<file path="config.mk">
export PLATFORM = sky130hd
export DESIGN_NAME = rr_arb8_dec_flat
export DESIGN_NICKNAME = d
export VERILOG_FILES = /design/src/rtl/rr_arb8_dec_pkg.sv /design/src/rtl/rr_arb8_dec_if.sv /design/src/rtl/rr_arb8_dec_onehot.sv /design/src/rtl/rr_arb8_dec.sv /design/src/flat_wrapper.sv
export SDC_FILE = /design/constraint.sdc
export NUM_CORES = 1
export LEC_CHECK = 0
export ABC_CLOCK_PERIOD_IN_PS = 4100
export BUFFER_PORTS_ARGS = -buffer_cell sky130_fd_sc_hd__buf_2
export CELL_PAD_IN_SITES_DETAIL_PLACEMENT = 0
export CELL_PAD_IN_SITES_GLOBAL_PLACEMENT = 2
export CORE_ASPECT_RATIO = 1.1
export CORE_MARGIN = 2
export CORE_UTILIZATION = 35
export CTS_BUF_LIST = sky130_fd_sc_hd__clkbuf_4
export CTS_CLUSTER_DIAMETER = 80
export DETAILED_ROUTE_END_ITERATION = 10
export GPL_ROUTABILITY_DRIVEN = 0
export PLACE_DENSITY = 0.81
export SYNTH_ARGS = -nofsm -noshare
export SYNTH_HDL_FRONTEND = slang
export SYNTH_SLANG_ARGS = --single-unit
</file>
<file path="constraint.sdc">
create_clock -name clk -period 4.1 [get_ports clk]
set_input_delay 0.205 -clock clk [delete_from_list [all_inputs] [get_ports clk]]
set_output_delay 0.205 -clock clk [all_outputs]
set_load 0.1 [all_outputs]
</file>
<file path="src/rtl/rr_arb8_dec_pkg.sv">
// Shared definitions for the 8-way round-robin arbiter slice.
//   NUM_REQ          number of requesters
//   IDX_W            width of a requester index
//   arb_state_e      arbiter FSM states (IDLE, OWN)
//   DEFAULT_TIMEOUT  default watchdog hold limit in cycles
//   DEFAULT_CNT_W    default hold-counter width (2**CNT_W > TIMEOUT)
package rr_arb8_dec_pkg;

    localparam int NUM_REQ         = 8;
    localparam int IDX_W           = 3;
    localparam int DEFAULT_TIMEOUT = 16;
    localparam int DEFAULT_CNT_W   = 5;

    typedef enum logic {
        IDLE = 1'b0,
        OWN  = 1'b1
    } arb_state_e;

endpackage

</file>
<file path="src/rtl/rr_arb8_dec_if.sv">
// Requester/arbiter bundle for rr_arb8_dec.
//   req        requester -> arbiter, request vector
//   gnt        arbiter -> requester, one-hot grant (zero when no owner)
//   gnt_idx    arbiter -> datapath, owner index (valid with gnt_valid)
//   gnt_valid  arbiter -> requester, an owner currently holds the grant
//   timeout    arbiter -> requester, 1-cycle pulse on watchdog revocation
// Modports: master = requester side, slave = arbiter side.
interface rr_arb8_dec_if;
    import rr_arb8_dec_pkg::*;

    logic [NUM_REQ-1:0] req;
    logic [NUM_REQ-1:0] gnt;
    logic [IDX_W-1:0]   gnt_idx;
    logic               gnt_valid;
    logic               timeout;

    modport master (output req, input gnt, input gnt_idx, input gnt_valid, input timeout);
    modport slave  (input req, output gnt, output gnt_idx, output gnt_valid, output timeout);

endinterface

</file>
<file path="src/rtl/rr_arb8_dec_onehot.sv">
// onehot_dec3: combinational 3-to-8 one-hot decoder (onehot = 1 << idx).
//   idx     in   3  index to decode
//   onehot  out  8  decoded one-hot vector
module onehot_dec3
    import rr_arb8_dec_pkg::*;
(
    input  logic [IDX_W-1:0]   idx,
    output logic [NUM_REQ-1:0] onehot
);

    assign onehot = NUM_REQ'(1) << idx;

endmodule

</file>
<file path="src/rtl/rr_arb8_dec.sv">
// rr_arb8_dec: 8-way round-robin arbiter with registered one-hot grant.
//   clk   in  clock, rising edge
//   rst   in  asynchronous active-high reset
//   bus   slave modport of rr_arb8_dec_if (req in; gnt, gnt_idx, gnt_valid, timeout out)
// An owner keeps the grant until it drops its request; every handover passes
// through one IDLE cycle with gnt=0. After owner k releases, the search starts
// at k+1 so k has lowest priority next time.
// Optional feature: define GRANT_TIMEOUT_EN to add a hold watchdog that revokes
// a grant after TIMEOUT cycles and pulses timeout. Without it timeout is tied 0.
module rr_arb8_dec
    import rr_arb8_dec_pkg::*;
#(
    parameter int TIMEOUT = DEFAULT_TIMEOUT,
    parameter int CNT_W   = DEFAULT_CNT_W
)(
    input  logic            clk,
    input  logic            rst,
    rr_arb8_dec_if.slave    bus
);

    // Reject configurations the hold counter cannot represent.
    if (TIMEOUT < 2 || TIMEOUT > 31 || (2 ** CNT_W) <= TIMEOUT) begin : g_cfg_check
        $error("rr_arb8_dec: illegal TIMEOUT/CNT_W combination");
    end

    arb_state_e         state_q, state_d;
    logic [IDX_W-1:0]   ptr_q, ptr_d;
    logic [IDX_W-1:0]   idx_q, idx_d;
    logic               valid_q, valid_d;
    logic               timeout_q, timeout_d;
    logic [NUM_REQ-1:0] gnt_q, gnt_dec;

`ifdef GRANT_TIMEOUT_EN
    logic [CNT_W-1:0]   cnt_q, cnt_d;
`endif

    logic [2*NUM_REQ-1:0] req_dbl;
    logic [NUM_REQ-1:0]   req_rot;
    logic [IDX_W-1:0]     win_off;
    logic [IDX_W-1:0]     win_idx;

    // Rotate req so bit i is requester (ptr+i) mod 8, find the lowest set bit,
    // then map the offset back to an absolute index with 3-bit wraparound.
    always_comb begin
        req_dbl = {bus.req, bus.req};
        req_rot = req_dbl[ptr_q +: NUM_REQ];
        win_off = '0;
        for (int i = NUM_REQ - 1; i >= 0; i--) begin
            if (req_rot[i]) begin
                win_off = IDX_W'(i);
            end
        end
        win_idx = ptr_q + win_off;
    end

    // Next-state logic. A release is checked before the watchdog so a normal
    // drop on the limit cycle never produces a timeout pulse.
    always_comb begin
        state_d   = state_q;
        ptr_d     = ptr_q;
        idx_d     = idx_q;
        valid_d   = valid_q;
        timeout_d = 1'b0;
`ifdef GRANT_TIMEOUT_EN
        cnt_d     = cnt_q;
`endif
        case (state_q)
            IDLE: begin
                if (bus.req != '0) begin
                    state_d = OWN;
                    idx_d   = win_idx;
                    valid_d = 1'b1;
`ifdef GRANT_TIMEOUT_EN
                    cnt_d   = '0;
`endif
                end
            end
            OWN: begin
                if (!bus.req[idx_q]) begin
                    state_d = IDLE;
                    valid_d = 1'b0;
                    ptr_d   = idx_q + IDX_W'(1);
                end
`ifdef GRANT_TIMEOUT_EN
                else if (cnt_q == CNT_W'(TIMEOUT - 1)) begin
                    state_d   = IDLE;
                    valid_d   = 1'b0;
                    timeout_d = 1'b1;
                    ptr_d     = idx_q + IDX_W'(1);
                end
                else begin
                    cnt_d = cnt_q + CNT_W'(1);
                end
`endif
            end
            default: begin
                state_d = IDLE;
                valid_d = 1'b0;
            end
        endcase
    end

    // Decode the next owner index; gating with valid_d keeps gnt at zero in IDLE.
    onehot_dec3 u_dec (
        .idx    (idx_d),
        .onehot (gnt_dec)
    );

    always_ff @(posedge clk or posedge rst) begin
        if (rst) begin
            state_q   <= IDLE;
            ptr_q     <= '0;
            idx_q     <= '0;
            valid_q   <= 1'b0;
            timeout_q <= 1'b0;
            gnt_q     <= '0;
        end else begin
            state_q   <= state_d;
            ptr_q     <= ptr_d;
            idx_q     <= idx_d;
            valid_q   <= valid_d;
            timeout_q <= timeout_d;
            gnt_q     <= gnt_dec & {NUM_REQ{valid_d}};
        end
    end

`ifdef GRANT_TIMEOUT_EN
    always_ff @(posedge clk or posedge rst) begin
        if (rst) begin
            cnt_q <= '0;
        end else begin
            cnt_q <= cnt_d;
        end
    end
`endif

    assign bus.gnt       = gnt_q;
    assign bus.gnt_idx   = idx_q;
    assign bus.gnt_valid = valid_q;
    assign bus.timeout   = timeout_q;

endmodule
</file>
<file path="src/flat_wrapper.sv">
// flat-port wrapper written by rule: the top's interface ports become plain ports
module rr_arb8_dec_flat import rr_arb8_dec_pkg::*;
#(
    parameter int TIMEOUT = DEFAULT_TIMEOUT,
    parameter int CNT_W   = DEFAULT_CNT_W
)
  (clk, rst, bus_req, bus_gnt, bus_gnt_idx, bus_gnt_valid, bus_timeout);
  rr_arb8_dec_if bus_i ();
  input  logic clk;
  input  logic rst;
  input wire logic [$bits(bus_i.req)-1:0] bus_req;
  output wire logic [$bits(bus_i.gnt)-1:0] bus_gnt;
  output wire logic [$bits(bus_i.gnt_idx)-1:0] bus_gnt_idx;
  output wire logic [$bits(bus_i.gnt_valid)-1:0] bus_gnt_valid;
  output wire logic [$bits(bus_i.timeout)-1:0] bus_timeout;
  assign bus_i.req = bus_req;
  assign bus_gnt = bus_i.gnt;
  assign bus_gnt_idx = bus_i.gnt_idx;
  assign bus_gnt_valid = bus_i.gnt_valid;
  assign bus_timeout = bus_i.timeout;
  rr_arb8_dec #(.TIMEOUT(TIMEOUT), .CNT_W(CNT_W)) u_core (.clk(clk), .rst(rst), .bus(bus_i));
endmodule
</file>
After elaboration in Yosys (flattened, before gate mapping)
Cells that the tools add are included. Widths: inputs -> output; s select.

Logic and storage cells: 33. Memories: 0. Bits of input ports: 10. Bits in latches: 0. Bits in read-only memories: 0. Bits in registers: 16. Bits in writable memories: 0. Output and inout port bits: 13.

Magnitude comparators: 1. Shift operators: 2. Reduce and logical (&&, ||, !) cells: 2. Div/mod/pow operators: 0. Add/subtract/negate cells: 2. Mux-type cells: 18. $mul: 0. Bitwise gates (word level): 3. Eq/ne operators: 0.

Operators by type and width (count): $mux 3 (10); $shiftx 16x4->8 (1); $and 8x8->8 (1); $reduce_bool 8->1 (1); $shl 1x3->8 const A (1); $mux 1 (5); $lt 3x4->1 const B (1); $pmux 1 s2 (2); $add 3x1->3 const B (1); $add 3x3->3 (1); $bmux 1 s3 (1); $not 1->1 (2); $reduce_and 2->1 (1).

Depth between registers and ports, before layout
Depth after elaboration: 14. Gate-level depth with buffers: 13. Mapped depth without buffers: 12.

Hierarchy
A second synthesis with hierarchy kept.

Cells, all modules: 134. Area, all modules: 1226.2 µm².

Modules (own cells, without submodules): rr_arb8_dec (cells each 126, area an instance 1161.1 µm², sequential area each 400.4 µm², instances 1); onehot_dec3 (cells each 8, area an instance 65.1 µm², sequential area each 0.0 µm², instances 1).

Worst setup path before layout
OpenSTA, ideal clock, no wires.

Kind: reg-to-reg. Start point: register u_core.ptr_q[1]. End point: register u_core.gnt_q[0], in the netlist u_core.bus.gnt[0]. Path buffers: 1. Setup time: 0.086 ns. Stages on the path, launching flop included: 13. Data arrival time: 3.093 ns. Clock period less this slack: 3.179 ns. Path slack: 0.921 ns. Data required time: 4.014 ns. Path through: dfrtp_1 > clkbuf_1 > mux4_2 > o221ai_1 > a21oi_1 > a2111oi_0 > o22a_1 > ha_1 > fa_1 > mux2_1 > o22ai_1 > nand2_1 > nor3_1.

Cells in the longest elaborated chain, start to end: 14.

Ends and longest elaborated chain: from (decl) (RTL line rr_arb8_dec.sv:27) `logic [IDX_W-1:0] ptr_q, ptr_d;`; from (signal assigned) (RTL line rr_arb8_dec.sv:119) `ptr_q <= ptr_d;`; $shiftx 16x4->8 (RTL line rr_arb8_dec.sv:46) `req_rot = req_dbl[ptr_q +: NUM_REQ];`; $mux 3 (8 in series) (RTL line rr_arb8_dec.sv:49) `if (req_rot[i]) begin`; $add 3x3->3 * (RTL line rr_arb8_dec.sv:53) `win_idx = ptr_q + win_off;`; $mux 3 * (RTL line rr_arb8_dec.sv:69) `if (bus.req != '0) begin`; $mux 3 * (RTL line rr_arb8_dec.sv:67) `case (state_q)`; $shl 1x3->8 * (RTL line rr_arb8_dec_onehot.sv:11) `assign onehot = NUM_REQ'(1) << idx;`; $and 8x8->8 * (RTL line rr_arb8_dec.sv:123) `gnt_q <= gnt_dec & {NUM_REQ{valid_d}};`; to (signal assigned) (RTL line rr_arb8_dec.sv:123); to (decl) (RTL line rr_arb8_dec.sv:31) `logic [NUM_REQ-1:0] gnt_q, gnt_dec;`.

Mark *: on every way between the ends. The rest lies on a longest branch, timed or not. A chain may end at the register's enable or synchronous reset.

Worst setup path after layout
Start point: register u_core.ptr_q[0]. End point: register u_core.gnt_q[1], in the netlist u_core.bus.gnt[1].

The elaborated chain is that of the path after synthesis.

==> run summary <==
status = finished clean
Synth warnings = 0
endpoints failing hold = 0
largest net degree at the start of global routing = 26
first-pass GRT wire length = 5.740 mm
Antenna Nets Post-Route = 0
clk slew on worst S/H paths = 90 ps
cell count after synthesis = 151
Netlist cell types = 45
GRT overflow = 0
FF-to-FF setup slack = 440 ps
final setup violation count = 0
worst path cell trace = mux4_2 > o221ai_1 > a21oi_1 > a2111oi_0 > o22a_1 > ha_1 > fa_1 > mux2_1 > o22ai_1 > nand2_1 > nor3_1
final instance area = 1508 um2
RSZ-0062 raised after global routing = no
TritonCTS clock tree = yes
Data required, critical path = 4310 ps
via count = 1263
Synth Area per Inst = 8.825 um2
dpl hpwl = 2.550 mm
first-pass iteration count of the detailed router = 4
worst-path fanout max = 18
min Tclk post-route = 3661 ps
Synthesized Nets = 164
fmax = 273.2 MHz
detailed-route vias per instance = 5.741
Async S/R FF share, synth = 100.0%
Post-synth EDFFs = 0
Clock Skews = 0.8232 ps
Pins Over Slew Limit = 0
CP max stage cell = dfrtp_1
most frequent cells in the layout = 21 x buf_2, 16 x nand2_1, 16 x dfrtp_1, 13 x a21oi_1
Hold Path Origin = bus_req[3]
DRC viols = 0
die area = 4317 um2
initial antenna violation count = 0
worst skew pair latency = 290 ps
IO Count = 23
WP data arrival = 3870 ps
die height = 68.72 um
hold path depth = 4
mapped cell area = 1333 um2
CP Capture Type = register
Hold Path Class = primary input to register
FF+latch count, synth = 16
Max stage delay on crit path = 750 ps
# diodes = 0
CTS sink count = 16
Post-CTS Setup Inserts = 0
sequential share of the synthesized area = 30.05%
area growth from synthesis to layout = 13.15%
Reg-to-Reg Start = u_core.ptr_q[0]
fin crit share = 89.29%
R2R cell count = 11
share of cells above drive strength 1 = 21.76%
CTS Buf Count = 3
CTS resizes = 0
Worst setup SP type = register
Hold-fix buffers, CTS = 1
vias in the first global route = 1212
Buffers on Ports = 21
CTS Buffer Depth = 2
Initial Util = 36.46%
Die Width = 62.83 um
Worst path top cell family by delay = compound AO/OA/AOI/OAI gates
reg-to-reg endpoint = u_core.bus.gnt[1]
most used flip-flop cell after synthesis = dfrtp_1
Worst slew margin = 58.26%
htree depth = 1
gr usage total = 16.89%
Crit Path Class = register to register
drt total wl = 3.330 mm
commonest non-fill, non-tap cell in the layout = buf_2
Initial DRC Count = 81
area post-placement = 1471 um2
CTS root buffer = clkbuf_4
Setup TNS = 0 ps
Worst-Margin Slew = 626.2 ps
Routed WL per cell = 15.14 um
MaxCap Viol Count = 0
hold endpoint = u_core.state_q
Core ar. = 3655 um2
CP bufs+invs = 0
Final #Nets = 184
Core Rows = 23
==> state kept, by name, summed over array words and instances (netlist names) <==
| register | count |
|---|---|
| u_core.ptr_q | 3 |
| u_core.bus.gnt_valid | 1 |
| u_core.bus.gnt | 8 |
| u_core.bus.gnt_idx | 3 |
| u_core.state_q | 1 |
==> cell type report <==
type	instances	area (um2)
well taps	50	62.56
inverters	6	22.52
multi-input cells	119	858.3
fillers	397	2147
flip-flops and latches	16	400.4
repair buffers	25	137.6
clock buffers	3	22.52
clock inverters	1	3.754
==> how the worst max path moves through the flow <==
stage	from	endpoint	cells after the start
after global routing	u_core.ptr_q[0]	u_core.bus.gnt[1]	11
after floorplan	u_core.ptr_q[1]	u_core.bus.gnt[0]	12
after CTS	u_core.ptr_q[0]	u_core.bus.gnt[1]	11
final	u_core.ptr_q[0]	u_core.bus.gnt[1]	11
after detailed placement	u_core.ptr_q[0]	u_core.bus.gnt[0]	11
after global placement	u_core.ptr_q[0]	u_core.bus.gnt[0]	11
==> logic make-up after synthesis <==
group | synth area share (%)
AO/OA/AOI/OAI | 23.76
adder cells (fa/ha/maj) | 3.380
XOR/XNOR | 1.315
other | 0.2814
multiplexers | 15.49
buffers and inverters | 5.540
flip-flops | 30.05
AND/OR/NAND/NOR | 20.19
==> metal layers <==
layer | global-route usage, % | vias up | wire length [um] | part of all wire [%]
met3 | 1.786 | 4 | 136 | 4.1
li1 | - | 612 | - | -
met2 | 31.18 | 36 | 1714 | 51
met5 | 0 | - | 0 | 0
met4 | 5.000 | 0 | 30 | 0.90
met1 | 21.23 | 611 | 1449 | 44
==> cell usage after synthesis, drive strengths merged (5+ instances only) <==
| cell type | instances | share of area (%) |
|---|---|---|
| dfrtp | 16 | 30 |
| nand3 | 8 | 3.0 |
| mux2 | 5 | 4.2 |
| nor3 | 8 | 3.0 |
| inv | 6 | 1.7 |
| clkbuf | 6 | 1.7 |
| mux2i | 6 | 4.5 |
| nor2 | 6 | 1.7 |
| nand2b | 5 | 2.3 |
| a21oi | 13 | 4.9 |
| nand2 | 16 | 4.5 |
==> through the flow <==
stage / utilization (%) / std cells / setup slack [ps] / hold slack [ps]
after global placement: 40.26 / 215 / 638.0 / 296.5
after detailed placement: 40.26 / 215 / 526.3 / 308.7
after global routing: 41.25 / 220 / 245.2 / 528.6
after CTS: 41.25 / 220 / 467.2 / 491.4
final: 41.25 / 220 / 439.2 / 492.1
after floorplan: - / 151 / 920.7 / 118.7
==> tightest hold or removal path, cell delays in order <==
cell	delay [ps]
buf_2	150
nor4_1	60
nand2_1	200
o21a_1	140
Power is left out: the tool's default activity adds up to more than one toggle a clock period on the data nets, which glitch-free logic cannot reach.
